File: config.mk
export PLATFORM = sky130hd
export DESIGN_NAME = custom_sync_fifo_prog
export DESIGN_NICKNAME = d
export VERILOG_FILES = /design/src/rtl/custom_fifo_pkg.sv /design/src/rtl/custom_sync_fifomem.sv /design/src/rtl/custom_sync_fifo_prog.sv
export SDC_FILE = /design/constraint.sdc
export NUM_CORES = 1
export LEC_CHECK = 0
export BUFFER_PORTS_ARGS = -buffer_cell sky130_fd_sc_hd__buf_2
export CAP_MARGIN = 20
export CORE_ASPECT_RATIO = 0.6
export CORE_MARGIN = 10
export CORE_UTILIZATION = 45
export CTS_CLUSTER_SIZE = 16
export DETAILED_ROUTE_END_ITERATION = 16
export GPL_TIMING_DRIVEN = 0
export REMOVE_ABC_BUFFERS = 1
export SLEW_MARGIN = 10
export SYNTH_ARGS = -nofsm -noshare
export SYNTH_HDL_FRONTEND = slang
export SYNTH_SLANG_ARGS = --single-unit
File: constraint.sdc
create_clock -name clk_i -period 2.6 [get_ports clk_i]
set_input_delay 0.39 -clock clk_i [delete_from_list [all_inputs] [get_ports clk_i]]
set_output_delay 0.39 -clock clk_i [all_outputs]
set_load 0.05 [all_outputs]
File: src/rtl/custom_fifo_pkg.sv
// Shared constants, pointer type and depth helper for the programmable single-clock FIFO.
package custom_fifo_pkg;

    localparam int DEFAULT_DATASIZE = 8;
    localparam int DEFAULT_ADDRSIZE = 4;

    // One extra MSB over the address distinguishes a full FIFO from an empty one.
    typedef logic [DEFAULT_ADDRSIZE:0] fifo_ptr_t;

    function automatic int fifo_depth(input int addrsize);
        return 1 << addrsize;
    endfunction

endpackage

File: src/rtl/custom_sync_fifomem.sv
// Dual-port FIFO storage: one synchronous write port, one combinational read port.
module custom_sync_fifomem
    import custom_fifo_pkg::*;
#(
    parameter int DATASIZE = DEFAULT_DATASIZE,
    parameter int ADDRSIZE = DEFAULT_ADDRSIZE
) (
    input  logic                clk_i,
    input  logic                we_i,
    input  logic [ADDRSIZE-1:0] waddr_i,
    input  logic [DATASIZE-1:0] wdata_i,
    input  logic [ADDRSIZE-1:0] raddr_i,
    output logic [DATASIZE-1:0] rdata_o
);

    localparam int DEPTH = fifo_depth(ADDRSIZE);

    logic [DATASIZE-1:0] mem_q [DEPTH];

    always_ff @(posedge clk_i) begin
        if (we_i) begin
            mem_q[waddr_i] <= wdata_i;
        end
    end

    assign rdata_o = mem_q[raddr_i];

endmodule

File: src/rtl/custom_sync_fifo_prog.sv
// Single-clock FIFO with programmable almost-full/empty, occupancy count, sticky errors and flush.
// Define CUSTOM_FIFO_FWFT_EN for first-word-fall-through read data; otherwise dout is registered.
module custom_sync_fifo_prog
    import custom_fifo_pkg::*;
#(
    parameter int DATASIZE = DEFAULT_DATASIZE,
    parameter int ADDRSIZE = DEFAULT_ADDRSIZE
) (
    input  logic                clk_i,
    input  logic                rst_n_i,
    input  logic                wen,
    input  logic                ren,
    input  logic [DATASIZE-1:0] din,
    input  logic                flush_i,
    input  logic                clr_err_i,
    input  logic [ADDRSIZE:0]   af_thresh_i,
    input  logic [ADDRSIZE:0]   ae_thresh_i,
    output logic [DATASIZE-1:0] dout,
    output logic                fifo_full,
    output logic                fifo_empty,
    output logic                fifo_almost_full,
    output logic                fifo_almost_empty,
    output logic [ADDRSIZE:0]   fifo_count,
    output logic                overflow,
    output logic                underflow
);

    localparam int DEPTH = fifo_depth(ADDRSIZE);
    localparam int PW    = ADDRSIZE + 1;

    logic [PW-1:0] wr_ptr_q, wr_ptr_d;
    logic [PW-1:0] rd_ptr_q, rd_ptr_d;
    logic [PW-1:0] count_q, count_d;
    logic          full_q, full_d;
    logic          empty_q, empty_d;
    logic          af_q, af_d;
    logic          ae_q, ae_d;
    logic          ovf_q, ovf_d;
    logic          unf_q, unf_d;
    logic          wr_accept;
    logic          rd_accept;
    logic [DATASIZE-1:0] mem_rdata;

    // Accept decisions use the registered flags so they never depend on this cycle's update.
    assign wr_accept = wen && !full_q;
    assign rd_accept = ren && !empty_q;

    always_comb begin
        wr_ptr_d = wr_ptr_q;
        rd_ptr_d = rd_ptr_q;
        count_d  = count_q;
        full_d   = full_q;
        empty_d  = empty_q;
        af_d     = af_q;
        ae_d     = ae_q;
        ovf_d    = ovf_q;
        unf_d    = unf_q;
        if (flush_i) begin
            wr_ptr_d = '0;
            rd_ptr_d = '0;
            count_d  = '0;
            full_d   = 1'b0;
            empty_d  = 1'b1;
            af_d     = 1'b0;
            ae_d     = 1'b1;
        end else begin
            wr_ptr_d = wr_ptr_q + PW'(wr_accept);
            rd_ptr_d = rd_ptr_q + PW'(rd_accept);
            count_d  = count_q + PW'(wr_accept) - PW'(rd_accept);
            full_d   = (count_d == PW'(DEPTH));
            empty_d  = (count_d == '0);
            af_d     = (count_d >= af_thresh_i);
            ae_d     = (count_d <= ae_thresh_i);
            // A new error outranks a simultaneous clear.
            if (wen && full_q) begin
                ovf_d = 1'b1;
            end else if (clr_err_i) begin
                ovf_d = 1'b0;
            end
            if (ren && empty_q) begin
                unf_d = 1'b1;
            end else if (clr_err_i) begin
                unf_d = 1'b0;
            end
        end
    end

    always_ff @(posedge clk_i or negedge rst_n_i) begin
        if (!rst_n_i) begin
            wr_ptr_q <= '0;
            rd_ptr_q <= '0;
            count_q  <= '0;
            full_q   <= 1'b0;
            empty_q  <= 1'b1;
            af_q     <= 1'b0;
            ae_q     <= 1'b1;
            ovf_q    <= 1'b0;
            unf_q    <= 1'b0;
        end else begin
            wr_ptr_q <= wr_ptr_d;
            rd_ptr_q <= rd_ptr_d;
            count_q  <= count_d;
            full_q   <= full_d;
            empty_q  <= empty_d;
            af_q     <= af_d;
            ae_q     <= ae_d;
            ovf_q    <= ovf_d;
            unf_q    <= unf_d;
        end
    end

    custom_sync_fifomem #(
        .DATASIZE (DATASIZE),
        .ADDRSIZE (ADDRSIZE)
    ) u_mem (
        .clk_i   (clk_i),
        .we_i    (wr_accept && !flush_i),
        .waddr_i (wr_ptr_q[ADDRSIZE-1:0]),
        .wdata_i (din),
        .raddr_i (rd_ptr_q[ADDRSIZE-1:0]),
        .rdata_o (mem_rdata)
    );

`ifdef CUSTOM_FIFO_FWFT_EN
    // Head word is presented directly; meaningless while empty.
    assign dout = mem_rdata;
`else
    logic [DATASIZE-1:0] dout_q;

    always_ff @(posedge clk_i or negedge rst_n_i) begin
        if (!rst_n_i) begin
            dout_q <= '0;
        end else if (rd_accept && !flush_i) begin
            dout_q <= mem_rdata;
        end
    end

    assign dout = dout_q;
`endif

    assign fifo_full         = full_q;
    assign fifo_empty        = empty_q;
    assign fifo_almost_full  = af_q;
    assign fifo_almost_empty = ae_q;
    assign fifo_count        = count_q;
    assign overflow          = ovf_q;
    assign underflow         = unf_q;

endmodule

==> impl_metrics.toml, run 1 <==
[run_status]
status = "finished, violations left"
violations = "setup timing"

[critical_path]
timing.rr.end = "fifo_almost_empty"
crit_arrival_ps = 3030
cp_max_fo = 3
reg2reg_slack_ps = -110
cp-start-kind = "register"
reg2reg_depth = 13
worstReg2RegStart = "fifo_full"
worst_setup_path_end_kind = "register"
crit_required_ps = 2920
worstSetupPathType = "reg2reg"

[power_and_ir_drop]
peakVddDrop_v = 0.0004972
power_density_mw_per_mm2 = 1046
report.power.total_w = 0.008024
p_leak_nw = 2.756

[final_layout]
n_antenna_cell = 0
syn_to_final_growth_pct = 19.07
finalNetCount = 473
postLayoutCellArea_mm2 = 0.007672
drive_gt1_frac = 0.3221
postLayoutCoreUtil = 0.5547

[route]
drc = 0
wl_mm = 13.45
drt_pre_antenna_iters = 4
viasPerCell = 5.358
wl_per_cell_um = 21.14
drt_iter0_markers = 240
antenna_left = 0
vias = 3408

[global_routing]
antenna_found_initial = 0
grt_pass1_wl_mm = 20.73
grt_pass1_vias = 3520
grt-ovfl-total = 0
grt_usage = 0.1395
grt_max_degree = 32

[synth]
synth_common_cells = "edfxtp_1 (128), dfrtp_1 (25), nor2_1 (23)"
synth_async_sr_flop_share = 0.1742
synth-seq-cells = 155
ys_warn_count = 0
yosys.area.top_type = "edfxtp_1"
yosysMostFrequentCell = "edfxtp_1"
syn_area_mm2 = 0.006444
ys_seq_area_frac = 0.7017
synth_top_area_frac = 0.5965
syn_area_per_cell_um2 = 17.37
synthDistinctLibCells = 48
synth_edf_count = 128
synthCells = 371
ys.flop_type = "edfxtp_1"
yosys-top-cells-area = "edfxtp_1 (60%), dfrtp_1 (9.7%), mux4_2 (7.0%)"

[sta]
worst_slew_pin_slew_ps = 994.7
fin_crit_sh = 1.041
setup_violations = 2
finClkSkew_ps = 7.109
setup_tns_ps = -200.2
fmax_mhz = 369.6
drv_slew = 0
fin_crit_ps = 2705
layout_setup_ws_ps = -105.5
hold_violations = 0
relSlewSlack = 0.3344
rsz0062_at_grt = "yes"

[clocking]
numCtsBuffers = 17
cts_tree = "done"
clkTransAtPathRegs_ps = 60
cts.htree.levels = 4
clock_path_buffers = 2
clock-sinks = 155
hold_buffers = 0
cts_root_buf = "clkbuf_16"
insertion_delay_ps = 410

[placed_design]
dpl-instance-area_mm2 = 0.006864
globalplace.congestion = 0.7377
place_ws_ps = -856.3
io_buffers = 42
hpwlAfterDp_mm = 9.052

[flow_run]
max-cap-violations = 0

[die]
die_x_um = 174.5
core_area_mm2 = 0.01383
initial_utilization = 0.4659
pin_count = 43
die-height_um = 112.7
std_cell_rows = 33
dieArea_mm2 = 0.01966

[worst_hold_path]
min_path_type = "in2async"
## through the flow
step | hold slack [ps] | instances
global route | 40.38 | 636
finish | 0.1810 | 636
global placement | 436.1 | 588
floorplan | 94.41 | 354
CTS | 3.751 | 634
detailed placement | 447.5 | 594
## worst max-delay path, cell delays in order, from the launching register on
cell      delay (ps)
dfrtp_1          400
nand2b_4         180
ha_4             240
inv_2             60
ha_4             130
inv_2             40
fa_2             560
inv_4             60
ha_4             210
nor2b_4          120
o21a_1           190
nor3_2           180
a41oi_2           60
o221ai_1         190
## metal layers
| layer | part of all wire | up-vias | global-route usage |
|---|---|---|---|
| met3 | 0.064 | 4 | 0.03420 |
| met1 | 0.48 | 1769 | 0.2006 |
| met4 | 0.0045 | 0 | 0.04651 |
| li1 | - | 1561 | - |
| met5 | 0 | - | 0 |
| met2 | 0.46 | 74 | 0.2033 |
## how the worst max path moves through the flow
stage | end | cells past startpoint | slack [ps] | from
3_3_place_gp | fifo_almost_full | 15 | -780 | ren
2_1_floorplan | fifo_almost_full | 14 | -480 | fifo_empty
6_report | fifo_almost_empty | 13 | -110 | fifo_full
3_5_place_dp | fifo_almost_full | 15 | -860 | ren
4_1_cts | fifo_almost_full | 14 | -250 | fifo_empty
5_1_grt | fifo_almost_empty | 13 | -190 | fifo_empty
## registers in the layout, indices dropped and copies added (netlist names)
name	count
fifo_full	1
fifo_almost_full	1
fifo_almost_empty	1
underflow	1
dout	8
rd_ptr_q	4
overflow	1
fifo_count	5
u_mem.mem_q	128
wr_ptr_q	4
fifo_empty	1
## cells in the final DEF (no fill, tap or decap), types with 3 or more instances in the layout
cell type | Yosys | routed
a21oi_1 | 9 | 8
a22oi_1 | 7 | 7
and3_1 | 3 | 3
buf_2 | 4 | 42
buf_4 | 3 | 14
clkbuf_16 | 0 | 17
clkinv_2 | 0 | 3
clkinv_4 | 0 | 3
clkinvlp_4 | 0 | 3
dfrtp_1 | 25 | 23
edfxtp_1 | 128 | 128
ha_1 | 17 | 11
ha_4 | 0 | 6
inv_1 | 20 | 15
inv_2 | 1 | 5
mux4_1 | 10 | 10
mux4_2 | 20 | 20
nand2_1 | 12 | 12
nand2b_1 | 12 | 11
nand3_1 | 11 | 11
nor2_1 | 23 | 23
nor2b_1 | 7 | 5
nor3_2 | 0 | 6
o211ai_1 | 7 | 7
xnor2_1 | 4 | 3
xor2_1 | 4 | 3
## kinds of logic (layout without fill, tap and decap cells)
logic type / Yosys count / after routing / synth area share
buffers and inverters: 38 / 111 / 0.03126
muxes: 33 / 33 / 0.1155
AOI/OAI and AO/OA: 39 / 39 / 0.04291
and+or+nand+nor: 80 / 80 / 0.06155
DFF: 155 / 155 / 0.7017
adders and majority gates: 18 / 18 / 0.03612
xor gates and xnor gates: 8 / 8 / 0.01087
## layout make-up
cell class	instances	area, µm²
repair buffers	58	355.3
clock buffers	17	425.4
fillers	1073	6160
multi-input cells	178	1897
clock inverters	15	148.9
inverters	21	81.33
flip-flops and latches	155	4524
well taps	192	240.2
## where the power goes
| group | total [W] | switching [W] | internal (W) |
|---|---|---|---|
| Clock | 0.00238 | 0.000969 | 0.00141 |
| Sequential | 0.00302 | 0.000146 | 0.00288 |
| Combinational | 0.00262 | 0.00151 | 0.00111 |
| Total | 0.00802 | 0.00262 | 0.00540 |
## repair_timing
item                                   in CTS  in global routing
setup endpoints to repair                   3                  9
gates resized for setup                    23                  7
buffers inserted                            8                  2
endpoints found under the hold margin       0                  0
pin swaps                                  11                 11
(Power assumes the default switching activity.)
==> run 2, diff against run 1 <==
--- a/config.mk
+++ b/config.mk
@@ -13,6 +13,7 @@
 export CTS_CLUSTER_SIZE = 16
 export DETAILED_ROUTE_END_ITERATION = 16
 export GPL_TIMING_DRIVEN = 0
+export RECOVER_POWER = 25
 export REMOVE_ABC_BUFFERS = 1
 export SLEW_MARGIN = 10
 export SYNTH_ARGS = -nofsm -noshare
==> run 2 against run 1 <==
Compared with the run above: the run ends with hold timing, setup timing left; first-iteration DRC count increased by 0.42%; worst setup slack about the same; routed wire length increased by 0.13%; utilization decreased by 0.054 points; die area unchanged; sequential cell count unchanged; final cell count unchanged; total power about the same; register-to-register slack about the same; clock-buffer cell count unchanged; largest power group unchanged.
==> impl_metrics.toml, run 2 (synthesis gave the netlist of run 1 again) <==
[run_status]
status = "finished, violations left"
violations = "hold timing, setup timing"

[final_layout]
finalNonFillerCells = 636
finalNetCount = 473
fillers = 1074
final_cell_mix = "edfxtp_1 (128), buf_2 (36), nor2_1 (23), dfrtp_1 (23), mux4_2 (20)"
layout_commonest_cell = "edfxtp_1"
top_register = "u_mem.mem_q"
drive_gt1_frac = 0.3086
n_antenna_cell = 0
largest_reg_flops = 128
syn_to_final_growth_pct = 18.95

[clocking]
cts.htree.levels = 4
numCtsBuffers = 17
cts_tree = "done"
clkTransAtPathRegs_ps = 60
hold_buffers = 0
insertion_delay_ps = 410
cts_root_buf = "clkbuf_16"
clock_path_buffers = 2
clock-sinks = 155

[sta]
drv_slew = 0
setup_tns_ps = -200.4
fin_crit_ps = 2705
holdWs_ps = -1.688
relSlewSlack = 0.3331
setup_violations = 2
finClkSkew_ps = 6.775
rsz0062_at_grt = "yes"
fmax_mhz = 369.6
worst_slew_pin_slew_ps = 996.6
fin_crit_sh = 1.041
hold_violations = 2
layout_setup_ws_ps = -105.5

[route]
drc = 0
drt_pre_antenna_iters = 4
wl_per_cell_um = 21.17
drt_iter0_markers = 241
vias = 3411
wl_mm = 13.46
viasPerCell = 5.363
antenna_left = 0

[die]
dieArea_mm2 = 0.01966
initial_utilization = 0.4659
die_x_um = 174.5
std_cell_rows = 33
die-height_um = 112.7
pin_count = 43
core_area_mm2 = 0.01383

[power_and_ir_drop]
report.power.total_w = 0.008026
p_leak_nw = 2.740
power_density_mw_per_mm2 = 1047
peakVddDrop_v = 0.0004970

[critical_path]
crit_required_ps = 2920
worst_setup_path_end_kind = "register"
timing.rr.end = "fifo_almost_empty"
crit_arrival_ps = 3030
worstSetupPathType = "reg2reg"
reg2reg_depth = 13
reg2reg_slack_ps = -110
worstReg2RegStart = "fifo_full"
cp_max_fo = 3
cp-start-kind = "register"

[placed_design]
globalplace.congestion = 0.7377
io_buffers = 42
dp.cells = 594
hpwlAfterDp_mm = 9.052
place_ws_ps = -856.3

[global_routing]
grt_pass1_vias = 3520
grt_usage = 0.1395
grt_pass1_wl_mm = 20.73
antenna_found_initial = 0
grt_max_degree = 32
grt-ovfl-total = 0

[worst_hold_path]
min_path_type = "in2async"

[flow_run]
max-cap-violations = 0
==> run 2: changes by cell type in the layout (fill, tap and decap cells not counted), sizes merged <==
cell / before / now
buf: 58 / 52
clkbuf: 17 / 23
==> run 2: critical path: stages, from the launching register on <==
cell and delay (ps):
dfrtp_1 400, nand2b_4 180, ha_4 240, inv_2 60
ha_4 130, inv_2 40, fa_2 560, inv_4 60
ha_4 210, nor2b_4 120, o21a_1 190, nor3_2 180
a41oi_2 60, o221ai_1 190
==> run 2: per-layer routing <==
layer | GRT usage | part of all wire | vias up
met5 | 0 | 0 | -
met2 | 0.2033 | 0.45 | 74
met4 | 0.04651 | 0.0045 | 0
li1 | - | - | 1560
met3 | 0.03420 | 0.065 | 4
met1 | 0.2006 | 0.48 | 1773
==> run 2: where the power goes <==
group | total (W) | switching [W] | internal (W)
clock network | 0.00238 | 0.000971 | 0.00141
registers | 0.00302 | 0.000146 | 0.00288
logic | 0.00262 | 0.00151 | 0.00111
total | 0.00803 | 0.00263 | 0.00540
==> run 2: layout make-up <==
cell class | count | area (µm²) | area share
Clock inverter | 15 | 148.9 | 0.01943
Tap cell | 192 | 240.2 | 0.03134
Multi-Input combinational cell | 178 | 1897 | 0.2475
Sequential cell | 155 | 4524 | 0.5903
Clock buffer | 17 | 425.4 | 0.05550
Timing Repair Buffer | 58 | 347.8 | 0.04538
Inverter | 21 | 81.33 | 0.01061
==> run 2: per-stage QoR <==
stage | instance area (µm²) | util
6_report | 7665 | 0.5541
5_1_grt | 7665 | 0.5541
4_1_cts | 7620 | 0.5509
3_5_place_dp | 6864 | 0.4962
3_3_place_gp | 6771 | 0.4896
2_1_floorplan | 6321 | -
==> run 2: worst max-delay path by stage <==
stage	startpoint	to	slack (ps)	depth (start not counted)
global route	fifo_empty	fifo_almost_empty	-190	13
global placement	ren	fifo_almost_full	-780	15
floorplan	fifo_empty	fifo_almost_full	-480	14
finish	fifo_full	fifo_almost_empty	-110	13
CTS	fifo_empty	fifo_almost_full	-250	14
detailed placement	ren	fifo_almost_full	-860	15
==> run 2: repair_timing <==
| item | in CTS | in global routing |
|---|---|---|
| hold endpoints to repair | 0 | 0 |
| pin swaps | 11 | 11 |
| cloned | 0 | 0 |
| resized for setup | 23 | 7 |
| endpoints found under the setup margin | 3 | 9 |
| buffers inserted | 8 | 2 |
